--- src/rtl/ray_dir_gen_pkg.sv ---
// Shared constants, types and Q8.8 helpers for the camera-X ROM, ray generator and raycaster.
package ray_dir_gen_pkg;

  localparam int unsigned SCREEN_W = 320;
  localparam int unsigned Q_W      = 16;
  localparam int unsigned Q_FRAC   = 8;
  localparam int unsigned COL_W    = 9;
  localparam int unsigned PROD_W   = 2 * Q_W;

  typedef enum logic [1:0] {
    ST_IDLE  = 2'd0,
    ST_ISSUE = 2'd1,
    ST_DRAIN = 2'd2
  } state_t;

  typedef struct packed {
    logic [COL_W-1:0] col;
    logic [Q_W-1:0]   dir_x;
    logic [Q_W-1:0]   dir_y;
  } ray_beat_t;

  // Signed Q8.8 add, clamped to [0x8000, 0x7FFF]
  function automatic logic [Q_W-1:0] sat_add_q88(input logic [Q_W-1:0] a,
                                                 input logic [Q_W-1:0] b);
    logic [Q_W:0] sum;
    sum = {a[Q_W-1], a} + {b[Q_W-1], b};
    if (sum[Q_W] != sum[Q_W-1])
      return sum[Q_W] ? {1'b1, {(Q_W-1){1'b0}}} : {1'b0, {(Q_W-1){1'b1}}};
    return sum[Q_W-1:0];
  endfunction

endpackage

--- src/rtl/ray_fifo.sv ---
// First-word-fall-through FIFO with occupancy count; DEPTH must be a power of two.
module ray_fifo #(
  parameter  int unsigned WIDTH = 8,
  parameter  int unsigned DEPTH = 4,
  localparam int unsigned AW    = $clog2(DEPTH),
  localparam int unsigned CW    = AW + 1
) (
  input  logic             clk,
  input  logic             rst,
  input  logic             i_push,
  input  logic [WIDTH-1:0] i_data,
  input  logic             i_pop,
  output logic [WIDTH-1:0] o_data,
  output logic             o_empty,
  output logic [CW-1:0]    o_count
);

  logic [WIDTH-1:0] r_mem [DEPTH];
  logic [AW-1:0]    r_wr_ptr;
  logic [AW-1:0]    r_rd_ptr;
  logic [CW-1:0]    r_count;
  logic             w_push;
  logic             w_pop;

  assign w_pop  = i_pop && (r_count != '0);
  assign w_push = i_push && ((r_count != CW'(DEPTH)) || w_pop);

  // Storage and write pointer
  always_ff @(posedge clk or posedge rst) begin
    if (rst) begin
      for (int i = 0; i < int'(DEPTH); i++) r_mem[i] <= '0;
      r_wr_ptr <= '0;
    end else if (w_push) begin
      r_mem[r_wr_ptr] <= i_data;
      r_wr_ptr        <= r_wr_ptr + AW'(1);
    end
  end

  // Read pointer and occupancy; push+pop together leaves the count unchanged
  always_ff @(posedge clk or posedge rst) begin
    if (rst) begin
      r_rd_ptr <= '0;
      r_count  <= '0;
    end else begin
      if (w_pop) r_rd_ptr <= r_rd_ptr + AW'(1);
      case ({w_push, w_pop})
        2'b10:   r_count <= r_count + CW'(1);
        2'b01:   r_count <= r_count - CW'(1);
        default: r_count <= r_count;
      endcase
    end
  end

  assign o_data  = r_mem[r_rd_ptr];
  assign o_empty = (r_count == '0);
  assign o_count = r_count;

endmodule

--- src/rtl/ray_dir_gen.sv ---
// Per-frame ray direction generator: sweeps columns, reads camera-X, emits dir + plane*cameraX.
module ray_dir_gen
  import ray_dir_gen_pkg::*;
#(
  parameter int unsigned SCREEN_W   = ray_dir_gen_pkg::SCREEN_W,
  parameter int unsigned FIFO_DEPTH = 4
) (
  input  logic             clk,
  input  logic             rst,
  input  logic             start,
  input  logic [Q_W-1:0]   dir_x,
  input  logic [Q_W-1:0]   dir_y,
  input  logic [Q_W-1:0]   plane_x,
  input  logic [Q_W-1:0]   plane_y,
  output logic [COL_W-1:0] rom_addr,
  input  logic [Q_W-1:0]   rom_camerax,
  output logic             ray_valid,
  input  logic             ray_ready,
  output logic [COL_W-1:0] ray_col,
  output logic [Q_W-1:0]   ray_dir_x,
  output logic [Q_W-1:0]   ray_dir_y,
  output logic             busy,
  output logic             done
);

  localparam int unsigned      CNT_W    = $clog2(FIFO_DEPTH) + 1;
  localparam logic [COL_W-1:0] LAST_COL = COL_W'(SCREEN_W - 1);

  state_t           r_state;
  state_t           w_state_nxt;
  logic             w_accept;
  logic             w_issue;
  logic             w_done_set;
  logic [COL_W-1:0] r_col;
  logic [Q_W-1:0]   r_dir_x;
  logic [Q_W-1:0]   r_dir_y;
  logic [Q_W-1:0]   r_plane_x;
  logic [Q_W-1:0]   r_plane_y;
  logic             r_s1_vld;
  logic [COL_W-1:0] r_s1_col;
  logic             r_s2_vld;
  logic [COL_W-1:0] r_s2_col;
  logic [PROD_W-1:0] r_s2_px;
  logic [PROD_W-1:0] r_s2_py;
  logic [PROD_W-1:0] w_px;
  logic [PROD_W-1:0] w_py;
  logic             r_busy;
  logic             r_done;
  logic [CNT_W-1:0] w_fifo_count;
  logic             w_fifo_empty;
  logic             w_credit_ok;
  logic             w_pop;
  logic             w_last_pop;
  ray_beat_t        w_push_beat;
  ray_beat_t        w_head;
  logic             w_unused;

  // Credits: columns in the pipeline plus buffered beats must leave room in the FIFO
  assign w_credit_ok = (CNT_W'(r_s1_vld) + CNT_W'(r_s2_vld) + w_fifo_count) < CNT_W'(FIFO_DEPTH);
  assign w_pop       = ray_valid && ray_ready;
  assign w_last_pop  = w_pop && (w_head.col == LAST_COL);

  // FSM state register
  always_ff @(posedge clk or posedge rst) begin
    if (rst) r_state <= ST_IDLE;
    else     r_state <= w_state_nxt;
  end

  // FSM next-state logic
  always_comb begin
    w_state_nxt = r_state;
    case (r_state)
      ST_IDLE:  if (start) w_state_nxt = ST_ISSUE;
      ST_ISSUE: if (w_credit_ok && (r_col == LAST_COL)) w_state_nxt = ST_DRAIN;
      ST_DRAIN: if (w_last_pop) w_state_nxt = ST_IDLE;
      default:  w_state_nxt = ST_IDLE;
    endcase
  end

  // FSM control strobes
  always_comb begin
    w_accept   = 1'b0;
    w_issue    = 1'b0;
    w_done_set = 1'b0;
    case (r_state)
      ST_IDLE:  w_accept   = start;
      ST_ISSUE: w_issue    = w_credit_ok;
      ST_DRAIN: w_done_set = w_last_pop;
      default:  ;
    endcase
  end

  // Frame control: column counter, latched vectors, busy/done
  always_ff @(posedge clk or posedge rst) begin
    if (rst) begin
      r_col     <= '0;
      r_dir_x   <= '0;
      r_dir_y   <= '0;
      r_plane_x <= '0;
      r_plane_y <= '0;
      r_busy    <= 1'b0;
      r_done    <= 1'b0;
    end else begin
      r_done <= w_done_set;
      if (w_accept) begin
        r_col     <= '0;
        r_dir_x   <= dir_x;
        r_dir_y   <= dir_y;
        r_plane_x <= plane_x;
        r_plane_y <= plane_y;
        r_busy    <= 1'b1;
      end else begin
        if (w_issue && (r_col != LAST_COL)) r_col <= r_col + COL_W'(1);
        if (w_done_set) r_busy <= 1'b0;
      end
    end
  end

  // Sign-extended 16x16 products; only the low 32 bits are kept
  assign w_px = $signed({{Q_W{r_plane_x[Q_W-1]}}, r_plane_x}) *
                $signed({{Q_W{rom_camerax[Q_W-1]}}, rom_camerax});
  assign w_py = $signed({{Q_W{r_plane_y[Q_W-1]}}, r_plane_y}) *
                $signed({{Q_W{rom_camerax[Q_W-1]}}, rom_camerax});

  // S1 (ROM data + multiply) and S2 (product) pipeline registers
  always_ff @(posedge clk or posedge rst) begin
    if (rst) begin
      r_s1_vld <= 1'b0;
      r_s1_col <= '0;
      r_s2_vld <= 1'b0;
      r_s2_col <= '0;
      r_s2_px  <= '0;
      r_s2_py  <= '0;
    end else begin
      r_s1_vld <= w_issue;
      r_s1_col <= r_col;
      r_s2_vld <= r_s1_vld;
      r_s2_col <= r_s1_col;
      r_s2_px  <= w_px;
      r_s2_py  <= w_py;
    end
  end

  // S2: truncate Q16.16 product to Q8.8 and saturate-add the direction
  always_comb begin
    w_push_beat       = '0;
    w_push_beat.col   = r_s2_col;
    w_push_beat.dir_x = sat_add_q88(r_dir_x, r_s2_px[Q_FRAC +: Q_W]);
    w_push_beat.dir_y = sat_add_q88(r_dir_y, r_s2_py[Q_FRAC +: Q_W]);
  end

  assign w_unused = ^{r_s2_px[PROD_W-1:Q_FRAC+Q_W], r_s2_px[Q_FRAC-1:0],
                      r_s2_py[PROD_W-1:Q_FRAC+Q_W], r_s2_py[Q_FRAC-1:0]};

  ray_fifo #(
    .WIDTH($bits(ray_beat_t)),
    .DEPTH(FIFO_DEPTH)
  ) u_fifo (
    .clk     (clk),
    .rst     (rst),
    .i_push  (r_s2_vld),
    .i_data  (w_push_beat),
    .i_pop   (w_pop),
    .o_data  (w_head),
    .o_empty (w_fifo_empty),
    .o_count (w_fifo_count)
  );

  assign rom_addr  = r_col;
  assign ray_valid = !w_fifo_empty;
  assign ray_col   = w_head.col;
  assign ray_dir_x = w_head.dir_x;
  assign ray_dir_y = w_head.dir_y;
  assign busy      = r_busy;
  assign done      = r_done;

endmodule

--- config.mk ---
export PLATFORM = sky130hd
export DESIGN_NAME = ray_dir_gen
export DESIGN_NICKNAME = d
export VERILOG_FILES = /design/src/rtl/ray_dir_gen_pkg.sv /design/src/rtl/ray_fifo.sv /design/src/rtl/ray_dir_gen.sv
export SDC_FILE = /design/constraint.sdc
export NUM_CORES = 2
export LEC_CHECK = 0
export CORE_MARGIN = 2
export CORE_UTILIZATION = 40
export CTS_CLUSTER_SIZE = 16
export DETAILED_ROUTE_END_ITERATION = 8
export PLACE_DENSITY = 0.56
export SLEW_MARGIN = 20
export SYNTH_ARGS = -nofsm -noshare
export SYNTH_HDL_FRONTEND = slang
export SYNTH_HIERARCHICAL = 1
export SYNTH_SLANG_ARGS = --single-unit
--- constraint.sdc ---
create_clock -name clk -period 8.7 [get_ports clk]
set_input_delay 1.305 -clock clk [delete_from_list [all_inputs] [get_ports clk]]
set_output_delay 1.305 -clock clk [all_outputs]
set_load 0.02 [all_outputs]
# Yosys cells after proc, flatten, opt, wreduce, memory -nomap -nowiden
# Cells that the tools add are included.
# classes
reduce_logical	16
n_addsub	9
mux	26
bitwise_logic	2
magnitude_cmp	4
mul	2
eq_ne	13
# ops
operator	n
bitwise mux 164 bit	1
2-to-1 mux 41 bit	3
2-to-1 mux 16 bit	6
binary-select mux 41 bit (select 2 bit)	1
demux 41 bit (select 2 bit)	1
multiplier 16 x 16 -> 24 bit	2
adder 16 x 16 -> 17 bit	2
== test 9 bit (second input constant)	2
2-to-1 mux 9 bit	2
adder 9 x 1 -> 9 bit (second input constant)	1
!= test 9 bit (second input constant)	1
logical AND 1 bit	7
2-to-1 mux 1 bit	7
greater-or-equal comparator 3 bit (second input constant)	2
2-to-1 mux 2 bit	3
!= test 2 bit (second input constant)	3
NOT 2 -> 3 bit	2
one-hot mux 2 bit (3 select lines)	1
one-hot mux 3 bit (2 select lines)	1
nonzero test 2 bit	3
adder 2 x 1 -> 2 bit (second input constant)	2
== test 2 x 1 -> 1 bit (second input constant)	2
== test 2 bit (second input constant)	2
adder 2 x 3 -> 3 bit	1
13 further kinds	14
# totals
elab_cells	93
regBits	316
output_inout_bits	53

# Depth between registers and ports, before layout
# logic_depth
depth_word	9
depth_mapped	23

# Modules after synthesis
# The synthesis kept the hierarchy.
# by_module_without_submodules
module	n_inst	area_per_inst_um2	cells_per_inst	seq_area_each_um2
ray_dir_gen	1	20741.1	2186	3228.1
ray_fifo	1	7533.5	436	4279.1

# Least setup slack after synthesis
# OpenSTA, ideal clock, no wires.
# synth_path
path_kind	input-to-reg
startpoint	input port rom_camerax[9]
endpoint	register r_s2_px[23]
t_required_ns	8.620
arrival_ns	6.645
path_stages	23
path_slack_ns	1.975
setup_time_ns	0.080
path_cell_list	clkbuf_1 buf_1 nand2_1 fa_1 inv_1 fa_1 inv_1 fa_1 inv_1 fa_1 fa_1 inv_1 fa_1 inv_1 ha_1 a21o_1 a21o_1 a21oi_1 o21ai_0 a211oi_1 o31ai_1 a21oi_1 xnor2_1
# synth_between
elab_chain_len	1
# synth_lines
element	line_no	source
start: declaration	ray_dir_gen.sv:16	input logic [Q_W-1:0] rom_camerax,
multiplier 16 x 16 -> 24 bit	ray_dir_gen.sv:120	assign w_px = $signed({{Q_W{r_plane_x[Q_W-1]}}, r_plane_x}) *
via w_px[23]	ray_dir_gen.sv:45	logic [PROD_W-1:0] w_px;
end signal: assignment	ray_dir_gen.sv:139	r_s2_px <= w_px;
end: declaration	ray_dir_gen.sv:43	logic [PROD_W-1:0] r_s2_px;
# The timed path passes the listed nets, and every way through them passes these cells.
# A chain may end at the register's enable or synchronous reset.

# Final worst setup path
# layout_path
startpoint	input port rom_camerax[5]
endpoint	register r_s2_px[23]
# The elaborated chain is that of the path after synthesis.

==> metrics.cfg <==
[logic_synthesis]
netlist_instances=2622
syn_nets=3260
synth_edf_count=0
yosysWarnings=6
yosysTopAreaCell=dfrtp_1
synth_area_leaders=dfrtp_1 (27%), fa_1 (27%), mux2_2 (9.0%)
ys_seq_area_share_pct=26.55
synth_top_area_share_pct=26.55
synthFlopType=dfrtp_1
ys_async_sr_fraction_pct=100.0
synth-seq-cells=300
syn_area_mm2=0.02827
synth_area_per_cell_um2=10.78
netlist-cell-type-count=61

[layout]
multiInputGateArea_mm2=0.01836
drive_gt1_share_pct=13.64
fillCellCount=6605
area_delta_synth_final_pct=12.14
fin_nets=3355
finalInstanceArea_mm2=0.03171
regArea_mm2=0.007510
final_cell_mix=inv_1 (500), fa_1 (375), dfrtp_1 (298)
final_common_cell=inv_1

[floorplan]
initial_core_util_pct=40.38
die_x_um=269.9
rows=97
boundaryPins=137
die_y_um=269.9
die-area_mm2=0.07283
core_area_mm2=0.07003

[drt]
drt-vias-per-instance=4.963
drc=0
dr_total_vias=18280
wl_mm=67.41
drtAntennaViolNets=0
drt_iter0_drc=985
first_pass_iters=5
routedWlPerCell_um=18.30

[worst_hold_path]
hold_path.class=flip-flop to flip-flop

[critical_path]
critPathCaptureType=flip-flop
crit_type=input pin to flip-flop
start_kind=input pin
crit_required_ns=9.13
crit_arrival_ns=7.63
cp_max_fo=26

[sta]
finalCriticalPeriod_ns=7.204
hold_violations=0
worst_slack_ns=1.496
clock_skew_ns=0.03532
worst_pin_slew_ns=1.039
max_freq_mhz=138.8
finalCritPeriodShare_pct=82.81
setup_tns_ns=0
hold_slack_ns=0.3498
rsz0062_at_grt=no
finalMaxSlewViolations=0
setup_violations=0
relSlewSlack_pct=30.53

[cts]
postCtsHoldBufs=0
cts_max_level=2
cts_resized=0
cts_buffers=36
cts_sinks=300
cts_root_buffer=clkbuf_16
cts_setup_buffers=0
cts_tree=done
clock_path_buffers=3
clkTransAtPathRegs_ns=0.06
clk_latency_ns=0.57

[flow_run]
cap_violations=0

[placement]
io_buffers=136
place_ws_ns=0.9021
dpl_cell_area_mm2=0.03055
post-dp-hpwl_mm=51.04
routabilityCongestion=0.8453

[grt]
grt_pass1_vias=20450
grt_pass1_wl_mm=110.6
groute.usage.overall_pct=19.24
antenna_found_initial=1
grt_max_degree=111
grt_overflow=0

[run_status]
outcome=finished, final reports clean

cell families (layout without fill, tap and decap cells):
| family | count (synthesis) | in the layout | share of synthesized area, % |
|---|---|---|---|
| AO/OA/AOI/OAI | 169 | 169 | 3.837 |
| XOR/XNOR | 108 | 108 | 3.345 |
| adder cells (fa/ha/maj) | 557 | 557 | 34.58 |
| buffers and inverters | 614 | 734 | 8.647 |
| flip-flops | 300 | 300 | 26.55 |
| multiplexers | 271 | 271 | 12.43 |
| other | 0 | 1 | 0 |
| AND/OR/NAND/NOR | 603 | 603 | 10.62 |
critical path: stages:
cell,delay (ns)
clkdlybuf4s50_1,0.90
buf_4,0.40
and2_1,0.16
fa_1,0.51
inv_1,0.05
fa_1,0.39
fa_1,0.55
inv_1,0.06
fa_1,0.49
fa_1,0.50
inv_1,0.05
fa_1,0.48
inv_1,0.04
ha_1,0.33
o2111ai_1,0.13
o22ai_1,0.43
a211oi_1,0.20
o31ai_1,0.37
a21oi_1,0.13
xnor2_1,0.13
area by class of cell:
| type | count | area share, % |
|---|---|---|
| diodes | 1 | 0.007892 |
| clock inverters | 12 | 0.5130 |
| inverters | 502 | 5.982 |
| multi-input cells | 1708 | 57.90 |
| clock buffers | 51 | 3.145 |
| repair buffers | 169 | 5.059 |
| flip-flops and latches | 300 | 23.68 |
| well taps | 940 | 3.709 |
worst paths after layout:
kind | startpoint | end | slack (ns) | cells past startpoint
min reg2reg | r_s1_col[0] | r_s2_col[0] | 0.35 | 0
max in group asynchronous | rst | r_plane_x[15] | 5.93 | 3
max | rom_camerax[5] | r_s2_px[23] | 1.50 | 20
min in group asynchronous | rst | rom_addr[7] | 1.35 | 2
min | r_s1_col[0] | r_s2_col[0] | 0.35 | 0
max reg2reg | r_plane_x[7] | r_s2_px[23] | 2.43 | 21
state kept, by name (all words and copies together) (netlist names):
signal and cells:
rom_addr 9, u_fifo/o_count 3, r_s2_col 9, r_dir_y 16, u_fifo/r_wr_ptr 2, r_plane_x 16
r_s2_py 16, done 1, r_plane_y 16, u_fifo/r_rd_ptr 2, r_s1_col 9, busy 1
r_s2_px 16, r_s1_vld 1, r_state 2, r_dir_x 16, u_fifo/r_mem 164, r_s2_vld 1
layer usage:
| metal | track usage, % | vias to the layer above | routed length, um |
|---|---|---|---|
| met1 | 26.07 | 9568 | 30870 |
| met4 | 5.058 | 0 | 1575 |
| met3 | 2.383 | 82 | 2492 |
| li1 | - | 8329 | - |
| met5 | 0 | - | 0 |
| met2 | 32.63 | 301 | 32470 |
cell usage after synthesis (3+ instances only):
cell      instances
ha_1            179
a31oi_1           4
xor2_1           36
maj3_1            3
nor3_1            9
o21ai_1           3
xnor2_1          72
o31ai_1           6
buf_2             7
nand3b_1          3
nand3_1          10
and2_1          218
or2_2             4
fa_1            375
o21a_1           16
buf_6            17
nor3b_1           3
nand4_1           5
mux4_2           41
dfrtp_1         300
or3_1             8
nor2b_1           8
a21boi_0          3
nand2_1         251
a211oi_1          6
and3_1            4
a21o_1           17
a21oi_1          63
o21bai_1          4
o21ai_0          24
mux2_2          227
clkbuf_1         85
inv_1           502
nor2_1           59
nand2b_1         16
o22ai_1           3
through the flow:
| step | std cells | util (%) |
|---|---|---|
| final | 3683 | 45.28 |
| after detailed placement | 3619 | 43.62 |
| after global placement | 3619 | 43.62 |
| after floorplan | 2622 | - |
| after global routing | 3682 | 45.27 |
| after CTS | 3682 | 45.28 |
Power is not shown: default switching activity piles up to over one toggle a cycle in this logic, so the estimate is an artifact.
